[config.mk]
export PLATFORM = sky130hd
export DESIGN_NAME = counter_pwm_compare
export DESIGN_NICKNAME = d
export VERILOG_FILES = /design/src/rtl/counter_pwm_compare.sv
export SDC_FILE = /design/constraint.sdc
export NUM_CORES = 1
export LEC_CHECK = 0
export CORE_MARGIN = 8
export CORE_UTILIZATION = 47
export CTS_CLUSTER_DIAMETER = 40
export DETAILED_ROUTE_END_ITERATION = 12
export GPL_ROUTABILITY_DRIVEN = 0
export GPL_TIMING_DRIVEN = 0
export MAX_ROUTING_LAYER = met4
export PLACE_DENSITY = 0.82
export REMOVE_ABC_BUFFERS = 1
export SLEW_MARGIN = 5
export SYNTH_ARGS = -nofsm -noshare
export SYNTH_HDL_FRONTEND = slang
export SYNTH_SLANG_ARGS = --single-unit
[constraint.sdc]
create_clock -name clk -period 2.15 [get_ports clk]
set_input_delay 0.43 -clock clk [delete_from_list [all_inputs] [get_ports clk]]
set_output_delay 0.43 -clock clk [all_outputs]
set_load 0.1 [all_outputs]
[src/rtl/counter_pwm_compare.sv]
// ============================================================================
// counter_pwm_compare: double-buffered PWM compare and period interrupt
// Revision: 1.0
// ============================================================================
`default_nettype none

module counter_pwm_compare #(
   parameter int WIDTH = 8,
   parameter int PER_W = 8
) (
   input  logic             clk,
   input  logic             rst,
   input  logic [WIDTH-1:0] cnt_in,
   input  logic             cnt_cout,
   input  logic [WIDTH-1:0] duty_in,
   input  logic             duty_wr,
   output logic             duty_pend,
   output logic             duty_ack,
   input  logic [PER_W-1:0] per_thresh,
   output logic [PER_W-1:0] per_count,
   output logic             irq,
   output logic             irq_ovf,
   input  logic             irq_ack,
   output logic             pwm_out
);

   logic [WIDTH-1:0] r_duty_shadow;
   logic [WIDTH-1:0] r_duty_active;
   logic [PER_W-1:0] w_per_next;
   logic             w_thresh_hit;

   assign w_per_next   = per_count + PER_W'(1);
   assign w_thresh_hit = cnt_cout && (per_thresh != '0) && (w_per_next == per_thresh);

   // A write coinciding with a wrap bypasses the shadow so it is not lost.
   always_ff @(posedge clk) begin
      if (rst) begin
         r_duty_shadow <= '0;
         r_duty_active <= '0;
         duty_pend     <= 1'b0;
         duty_ack      <= 1'b0;
      end else if (duty_wr && cnt_cout) begin
         r_duty_shadow <= duty_in;
         r_duty_active <= duty_in;
         duty_pend     <= 1'b0;
         duty_ack      <= 1'b1;
      end else if (duty_wr) begin
         r_duty_shadow <= duty_in;
         duty_pend     <= 1'b1;
         duty_ack      <= 1'b0;
      end else if (cnt_cout && duty_pend) begin
         r_duty_active <= r_duty_shadow;
         duty_pend     <= 1'b0;
         duty_ack      <= 1'b1;
      end else begin
         duty_ack      <= 1'b0;
      end
   end

   always_ff @(posedge clk) begin
      if (rst) begin
         pwm_out <= 1'b0;
      end else begin
         pwm_out <= (cnt_in < r_duty_active);
      end
   end

   always_ff @(posedge clk) begin
      if (rst) begin
         per_count <= '0;
      end else if (w_thresh_hit) begin
         per_count <= '0;
      end else if (cnt_cout) begin
         per_count <= w_per_next;
      end
   end

   // Set beats ack; overflow records a second event while irq is still unacked.
   always_ff @(posedge clk) begin
      if (rst) begin
         irq     <= 1'b0;
         irq_ovf <= 1'b0;
      end else if (w_thresh_hit) begin
         irq     <= 1'b1;
         irq_ovf <= irq_ack ? 1'b0 : (irq_ovf | irq);
      end else if (irq_ack) begin
         irq     <= 1'b0;
         irq_ovf <= 1'b0;
      end
   end

endmodule

`default_nettype wire

==> impl_metrics.toml <==
[worst_setup_path]
crit-reg2reg-capture = "per_count[3]$_SDFFE_PP0P_"
rr_startpoint = "per_count[0]$_SDFFE_PP0P_"
cp.buffers_inverters = 1
rrSetupSlack_ns = 0.03
startpoint_type = "register"
cp_top_family = "simple AND/OR/NAND/NOR gates"
crit_required_ns = 2.31
critPathLaunch = "per_count[0]$_SDFFE_PP0P_"
crit_fanout = 9
crit_end = "per_count[3]$_SDFFE_PP0P_"
cp.arrival_ns = 2.28
crit_chain = "ha_1, and3_2, a31o_2, a222oi_1, buf_4, and3_4, nor3_1"
crit_cells = 7
worst-setup-path-type = "reg -> reg"
critPathMaxStageDelay_ns = 0.39
slowest_stage = "dfxtp_2"
r2r_cells = 7
end_kind = "register"

[yosys]
yosys.area.top_type = "dfxtp_1"
ys.warnings.count = 0
avgSynthCellArea_um2 = 8.65
synth_top_cell_area_share_pct = 37.7
synthTopCellsByArea = "dfxtp_1 38%, mux2i_1 7.8%, ha_1 6.5%"
ys_types = 33
ys_seq_area_share_pct = 37.7
synth_area_mm2 = 0.00154
ys_ff_latch = 29
syn-instance-count = 178

[timing]
max_freq_mhz = 472
tightest_slew_ns = 0.987
min_period_ns = 2.12
setup_violations = 0
clock_skew_ns = 0.00601
rsz0062_at_grt = "true"
timing.final.ws_setup_ns = 0.0294
final-hold-violation-count = 0
relSlewSlack_pct = 34.5
maxSlewViolCount = 0
final.setup.tns_ns = 0
finalCritPeriodShare_pct = 98.6

[cts]
htreeDepth = 2
cts-root-buf = "clkbuf_4"
clk_latency_ns = 0.32
clk_pin_slew_ns = 0.09
numCtsBuffers = 5
cts_max_path_buffers = 2
cts.sinks = 29
tritoncts = "built"

[route]
viasPerCell = 5.49
vias = 1427
final_antenna_net_count = 0
drtIter0Drc = 127
drc = 0
routed_wl_um = 4010
post_drt_wl_per_cell_um = 15.4
firstDrtPassIters = 4

[global_routing]
antenna_found_initial = 0
grt_pass1_wl_um = 6470
grt_pass1_vias = 1429
grt_max_degree = 27
grt_use_total_pct = 15.8
grt-ovfl-total = 0

[placed_design]
io_buffers = 41
place_ws_ns = -0.654
hpwl_um = 2870

[die]
dieWidth_um = 73.2
rows = 20
io-pin-count = 42
die_area_mm2 = 0.00536
core_mm2 = 0.00308
initial_core_util_pct = 50.0
die_h_um = 73.2

[layout]
drive_above_1_share_pct = 10.2
n_antenna_cell = 0
multiInputGateArea_um2 = 905
fill_cells = 241
nets = 253
area_growth_pct = 32.0
regArea_um2 = 582

[pwr]
vdd_drop_max_v = 0.000347
power_leakage_nw = 0.868
p_per_area_mw_per_mm2 = 588

[run_status]
outcome = "finished, final reports clean"

[min_path]
min_path_type = "reg -> reg"

[flow_run]
drv_cap = 0
[worst min-delay path, cell delays in order, from the launching register on]
cell and delay, ns:
dfxtp_1 0.32, nand2_1 0.05, a311oi_1 0.07
[layout make-up]
cell class                 count  area share, %
clock buffer                   7           2.71
inverter                       9           1.66
multi-input combinational    128           44.5
sequential                    29           28.7
tap                           44           2.71
timing repair buffer          43           19.7
[worst min-delay path by stage]
stage | startpoint | end | slack, ns | depth (start not counted)
2_1_floorplan | r_duty_shadow[2]$_SDFFE_PP0P_ | r_duty_shadow[2]$_SDFFE_PP0P_ | 0.45 | 2
5_1_grt | r_duty_active[0]$_SDFFE_PP0P_ | r_duty_active[0]$_SDFFE_PP0P_ | 0.53 | 2
6_report | r_duty_shadow[1]$_SDFFE_PP0P_ | r_duty_active[1]$_SDFFE_PP0P_ | 0.48 | 2
3_3_place_gp | r_duty_shadow[1]$_SDFFE_PP0P_ | r_duty_active[1]$_SDFFE_PP0P_ | 0.46 | 2
4_1_cts | r_duty_shadow[1]$_SDFFE_PP0P_ | r_duty_active[1]$_SDFFE_PP0P_ | 0.49 | 2
3_5_place_dp | r_duty_shadow[1]$_SDFFE_PP0P_ | r_duty_active[1]$_SDFFE_PP0P_ | 0.48 | 2
[Yosys cell counts, drive strengths merged]
library cell / n
buf: 5
a22o: 1
o31ai: 2
or4: 1
and2: 1
a222oi: 1
nand4: 5
inv: 9
ha: 8
nand3: 7
a21o: 1
clkbuf: 8
xnor2: 5
a21oi: 7
and3: 2
dfxtp: 29
o211a: 1
a41oi: 1
nand3b: 1
nor3: 10
a211oi: 4
xor2: 9
nand2b: 6
a311oi: 3
o41ai: 1
mux2i: 12
a31o: 1
nor2: 17
nor2b: 2
nand2: 10
or3: 2
o21ai: 6
[metal layers]
layer  vias to the layer above  track usage [%]  part of all wire (%)
met3                         7             4.26                   5.6
met4                         0             7.78                   1.5
met2                        39             27.2                    53
met5                         -                -                     0
li1                        701                -                     -
met1                       680             16.3                    39
[layout by cell type (no fill, tap or decap), types with 3 or more instances in the layout]
master,count
nor2_1,17
nor3_1,10
mux2i_1,12
nand2b_1,6
a21oi_1,7
clkbuf_4,5
dlymetal6s2s_1,4
xnor2_1,5
a311oi_1,3
o21ai_0,6
dfxtp_1,28
nand4_1,5
nand2_1,10
clkdlybuf4s50_1,23
dlygate4sd2_1,8
clkbuf_2,5
xor2_1,9
nand3_1,7
ha_1,8
inv_1,9
a211oi_1,3
[timing repair]
action / in CTS / in global routing
endpoints found under the setup margin: 31 / 22
resized for setup: 22 / 16
cloned: 0 / 1
hold buffers: 0 / 0
pin swaps: 0 / 1
setup buffers: 0 / 2
[stage by stage]
stage	cells	utilization [%]	cell area (um^2)	total power [mW]	hold WS, ns
global placement	250	63.1	1940	0.859	0.463
floorplan	165	-	1480	0.752	0.451
global route	260	66.0	2030	1.25	0.528
CTS	257	64.8	1990	1.19	0.486
finish	260	66.0	2030	1.19	0.485
detailed placement	250	63.1	1940	0.868	0.476
[report_power, final]
part / internal, mW / switching (mW) / total [mW]
clock network: 0.154 / 0.178 / 0.332
registers: 0.566 / 0.0208 / 0.587
logic: 0.116 / 0.161 / 0.276
total: 0.835 / 0.359 / 1.19
[cells by family (layout without fill, tap and decap cells)]
| kind of cell | Yosys count | count (layout) | share of synthesized area [%] |
|---|---|---|---|
| compound gates | 29 | 29 | 13.4 |
| xor+xnor | 14 | 14 | 7.97 |
| fa+ha+maj | 8 | 8 | 6.50 |
| buf+inv | 22 | 59 | 6.18 |
| flops | 29 | 29 | 37.7 |
| mux | 12 | 12 | 7.81 |
| simple gates | 64 | 65 | 20.4 |
[registers in the layout, summed over array words and instances, names as in the netlist]
register and cells:
r_duty_shadow 8, duty_ack 1, irq_ovf 1, r_duty_active 8, irq 1, duty_pend 1, per_count 8, pwm_out 1
(Power assumes the default switching activity.)
==> variant 1 (config.mk and constraints unchanged) <==
Reset style: asynchronous (`rst`), changed in 4 clocked blocks.
--- a/src/rtl/counter_pwm_compare.sv
+++ b/src/rtl/counter_pwm_compare.sv
@@ -34,5 +34,5 @@
 
    // A write coinciding with a wrap bypasses the shadow so it is not lost.
-   always_ff @(posedge clk) begin
+   always_ff @(posedge clk or posedge rst) begin
       if (rst) begin
          r_duty_shadow <= '0;
@@ -58,5 +58,5 @@
    end
 
-   always_ff @(posedge clk) begin
+   always_ff @(posedge clk or posedge rst) begin
       if (rst) begin
          pwm_out <= 1'b0;
@@ -66,5 +66,5 @@
    end
 
-   always_ff @(posedge clk) begin
+   always_ff @(posedge clk or posedge rst) begin
       if (rst) begin
          per_count <= '0;
@@ -77,5 +77,5 @@
 
    // Set beats ack; overflow records a second event while irq is still unacked.
-   always_ff @(posedge clk) begin
+   always_ff @(posedge clk or posedge rst) begin
       if (rst) begin
          irq     <= 1'b0;
Behaviour: differs if rst is asserted again (counterexample within 4 cycles, from zero or initial values and one cycle with rst high); with rst held inactive, the same outputs for 10 cycles.
==> variant 1 against the unedited design <==
Worst setup slack improved by 2.4 ps. Cell count decreased by 1.2%. Sequential cell count unchanged. Synthesized area increased by 6.7%. Final area increased by 9.0%. Wire length decreased by 2.1%. Synthesized cell count decreased by 9.6%.
Power is not compared: it rests on default switching activity, and its combinational part moved more than twofold at a synthesized area within 25%.
==> variant 1: results (changes against the unedited design) <==
status:
  status: "finished clean"
global_routing:
  grtUsageTotal_pct: 13.94  # -1.9 points
  grt_util_met2_pct: 21.02  # -6.2 points
  grtUsageMet3_pct: 3.862  # -0.40 points
  grt_max_degree: 30  # +11%
placement:
  place_ws_ps: -723.0  # -68.68 ps
  dp_hpwl_mm: 2.819  # -1.7%
drt:
  viasPerCell: 5.350  # -2.5%
  drt-met1-wl_mm: 1.720  # +9.0%
  dr_wl_met3_um: 137  # -39%
  dr_total_vias: 1375  # -3.6%
synth:
  synthCells: 161  # -9.6%
  ys_seq_area_share_pct: 44.21  # +6.5 points
  synth-compound-area-share_pct: 17.45  # +4.0 points
  avgSynthCellArea_um2: 10.20  # +18%
  synthTopCellsByCount: "29 x dfrtp_1, 15 x nor2_1, 12 x inv_1"
  synth_ff_type: "dfrtp_1"
  synth.area.top_cells: "dfrtp_1 44%, mux2_2 6.2%, ha_1 6.1%"
cells_and_area:
  buffer_area_share_pct: 20.69  # +0.97 points
  clk_share_pct: 3.166  # +0.45 points
  layout-drive-gt1-share_pct: 22.75  # +13 points
  multi_input_area_share_pct: 38.33  # -6.2 points
  sh_seq_area_pct: 33.01  # +4.4 points
  nonClockBufferCount: 49  # +14%
clock_network:
  cts_setup_buffers: 2  # +2
setup_path:
  critPathArrivalTime_ps: 2340  # +60 ps
  worst-path-max-fanout: 5  # -4
timing:
  tightest_slew_ps: 1067  # +80.34 ps
worst_hold_path:
  hp-class: "primary input to flip-flop"
variant 1: critical path, stage by stage:
cell and delay (ps):
clkdlybuf4s50_1 480, xnor2_1 180, or4_4 540, a211oi_4 360, nor2_2 80, mux2_2 260
variant 1: worst paths after layout:
kind / end / start / slack (ps) / cells after the start
min: duty_pend$_DFFE_PP0P_ / cnt_cout / 470 / 2
min reg2reg: r_duty_active[0]$_DFFE_PP0P_ / r_duty_active[0]$_DFFE_PP0P_ / 500 / 2
max: per_count[0]$_DFFE_PP0P_ / per_thresh[7] / 30 / 6
max in group asynchronous: per_count[0]$_DFFE_PP0P_ / rst / 770 / 2
min in group asynchronous: r_duty_active[3]$_DFFE_PP0P_ / rst / 670 / 2
max reg2reg: per_count[0]$_DFFE_PP0P_ / per_count[0]$_DFFE_PP0P_ / 70 / 7
variant 1: where the power goes:
part / switching [W] / total, W / internal [W]
clock: 0.000191 / 0.000380 / 0.000189
sequential: 0.0000719 / 0.000691 / 0.000619
combinational: 0.000432 / 0.000651 / 0.000219
==> variant 2 (same settings) <==
Made on the original files. Change the parameter `WIDTH` from 8 to 12.
--- a/src/rtl/counter_pwm_compare.sv
+++ b/src/rtl/counter_pwm_compare.sv
@@ -6,5 +6,5 @@
 
 module counter_pwm_compare #(
-   parameter int WIDTH = 8,
+   parameter int WIDTH = 12,
    parameter int PER_W = 8
 ) (
Interface: changed (resized cnt_in and duty_in); port bits go from 42 to 50. No check against the original RTL was run, so the function may have changed too.
==> variant 2 against the unedited design <==
Sequential power grew 28%. Synthesized area grew 27%. Core utilization shrank 2.0 points. Register-to-register slack gained 80 ps. Fmax grew 1.6%. Final area grew 26%. Wire length grew 14%. Clock skew shrank 4.1 ps. Count of clock-buffer cells in the layout grew 1. Total power grew 28%. Sequential cell count grew 8. Die area grew 21%. Worst setup slack gained 34 ps. Clock power grew 37%. Largest cell class unchanged. Highest routed layer unchanged.
==> variant 2: results (changes against the unedited design) <==
status:
  status: "finished clean"
global_routing:
  grt_max_degree: 31  # +15%
  grt_pass1_wl_mm: 7.803  # +21%
  grtUsageTotal_pct: 15.42  # -0.40 points
  grtUsageMet3_pct: 3.348  # -0.91 points
  grt_util_met2_pct: 24.22  # -3.0 points
synth:
  ys_types: 39  # +18%
  yosys.area_share.adder_pct: 7.673  # +1.2 points
  synth-compound-area-share_pct: 16.94  # +3.5 points
  synthTopCellsByCount: "37 x dfxtp_1, 21 x nor2_1, 16 x o21ai_0"
  synthXorXnorAreaFrac_pct: 7.161  # -0.81 points
  synthCells: 217  # +22%
drt:
  drt-met1-wl_mm: 2.068  # +31%
  dr_total_vias: 1709  # +20%
  drt_iter0_markers: 119  # -6.3%
cells_and_area:
  layout-drive-gt1-share_pct: 7.925  # -2.3 points
  post-route-cell-area_um2: 2557  # +26%
  fill_cells: 333  # +38%
clock_network:
  ctsRootBufferMaster: "clkbuf_8"
  clk_pin_slew_ps: 70  # -20 ps
  ctsResizeCount: 17  # -23%
placement:
  place_ws_ps: -762.7  # -108.3 ps
worst_hold_path:
  min_from: "r_duty_shadow[9]$_SDFFE_PP0P_"
  hold_end: "r_duty_shadow[9]$_SDFFE_PP0P_"
pwr:
  vdd_drop_max_uv: 457.7  # +32%
timing:
  finalClockSkew_ps: 1.925  # -4.089 ps
  tightest_slew_ps: 1058  # +71.52 ps
setup_path:
  cp_top_family: "buffers and inverters"
  r2r-end: "per_count[0]$_SDFFE_PP0P_"
  worst-path-max-fanout: 7  # -2
  crit_start: "per_count[6]$_SDFFE_PP0P_"
  setup.worst_path.end: "per_count[6]"
  reg2reg_slack_ps: 110  # +80 ps
  slowest_delay_ps: 900  # +510 ps
==> variant 2: cells by family after synthesis <==
kind of cell,Yosys count
simple gates,63
flops,37
mux,13
xor+xnor,16
fa+ha+maj,12
compound gates,50
buf+inv,26
==> variant 2: power groups by stage <==
| stage | Sequential [W] | Combinational (W) | Clock, W |
|---|---|---|---|
| global route | 0.000754 | 0.000361 | 0.000498 |
| global placement | 0.000761 | 0.000319 | 0 |
| detailed placement | 0.000762 | 0.000329 | 0 |
| finish | 0.000750 | 0.000328 | 0.000454 |
| floorplan | 0.000813 | 0.000134 | 0 |
| CTS | 0.000747 | 0.000328 | 0.000465 |
==> variant 2: cell type report <==
type / instances / share of cell area, %
flip-flops and latches: 37 / 29.26
multi-input cells: 154 / 43.79
clock buffers: 8 / 3.131
well taps: 50 / 2.446
inverters: 15 / 2.202
repair buffers: 51 / 19.18
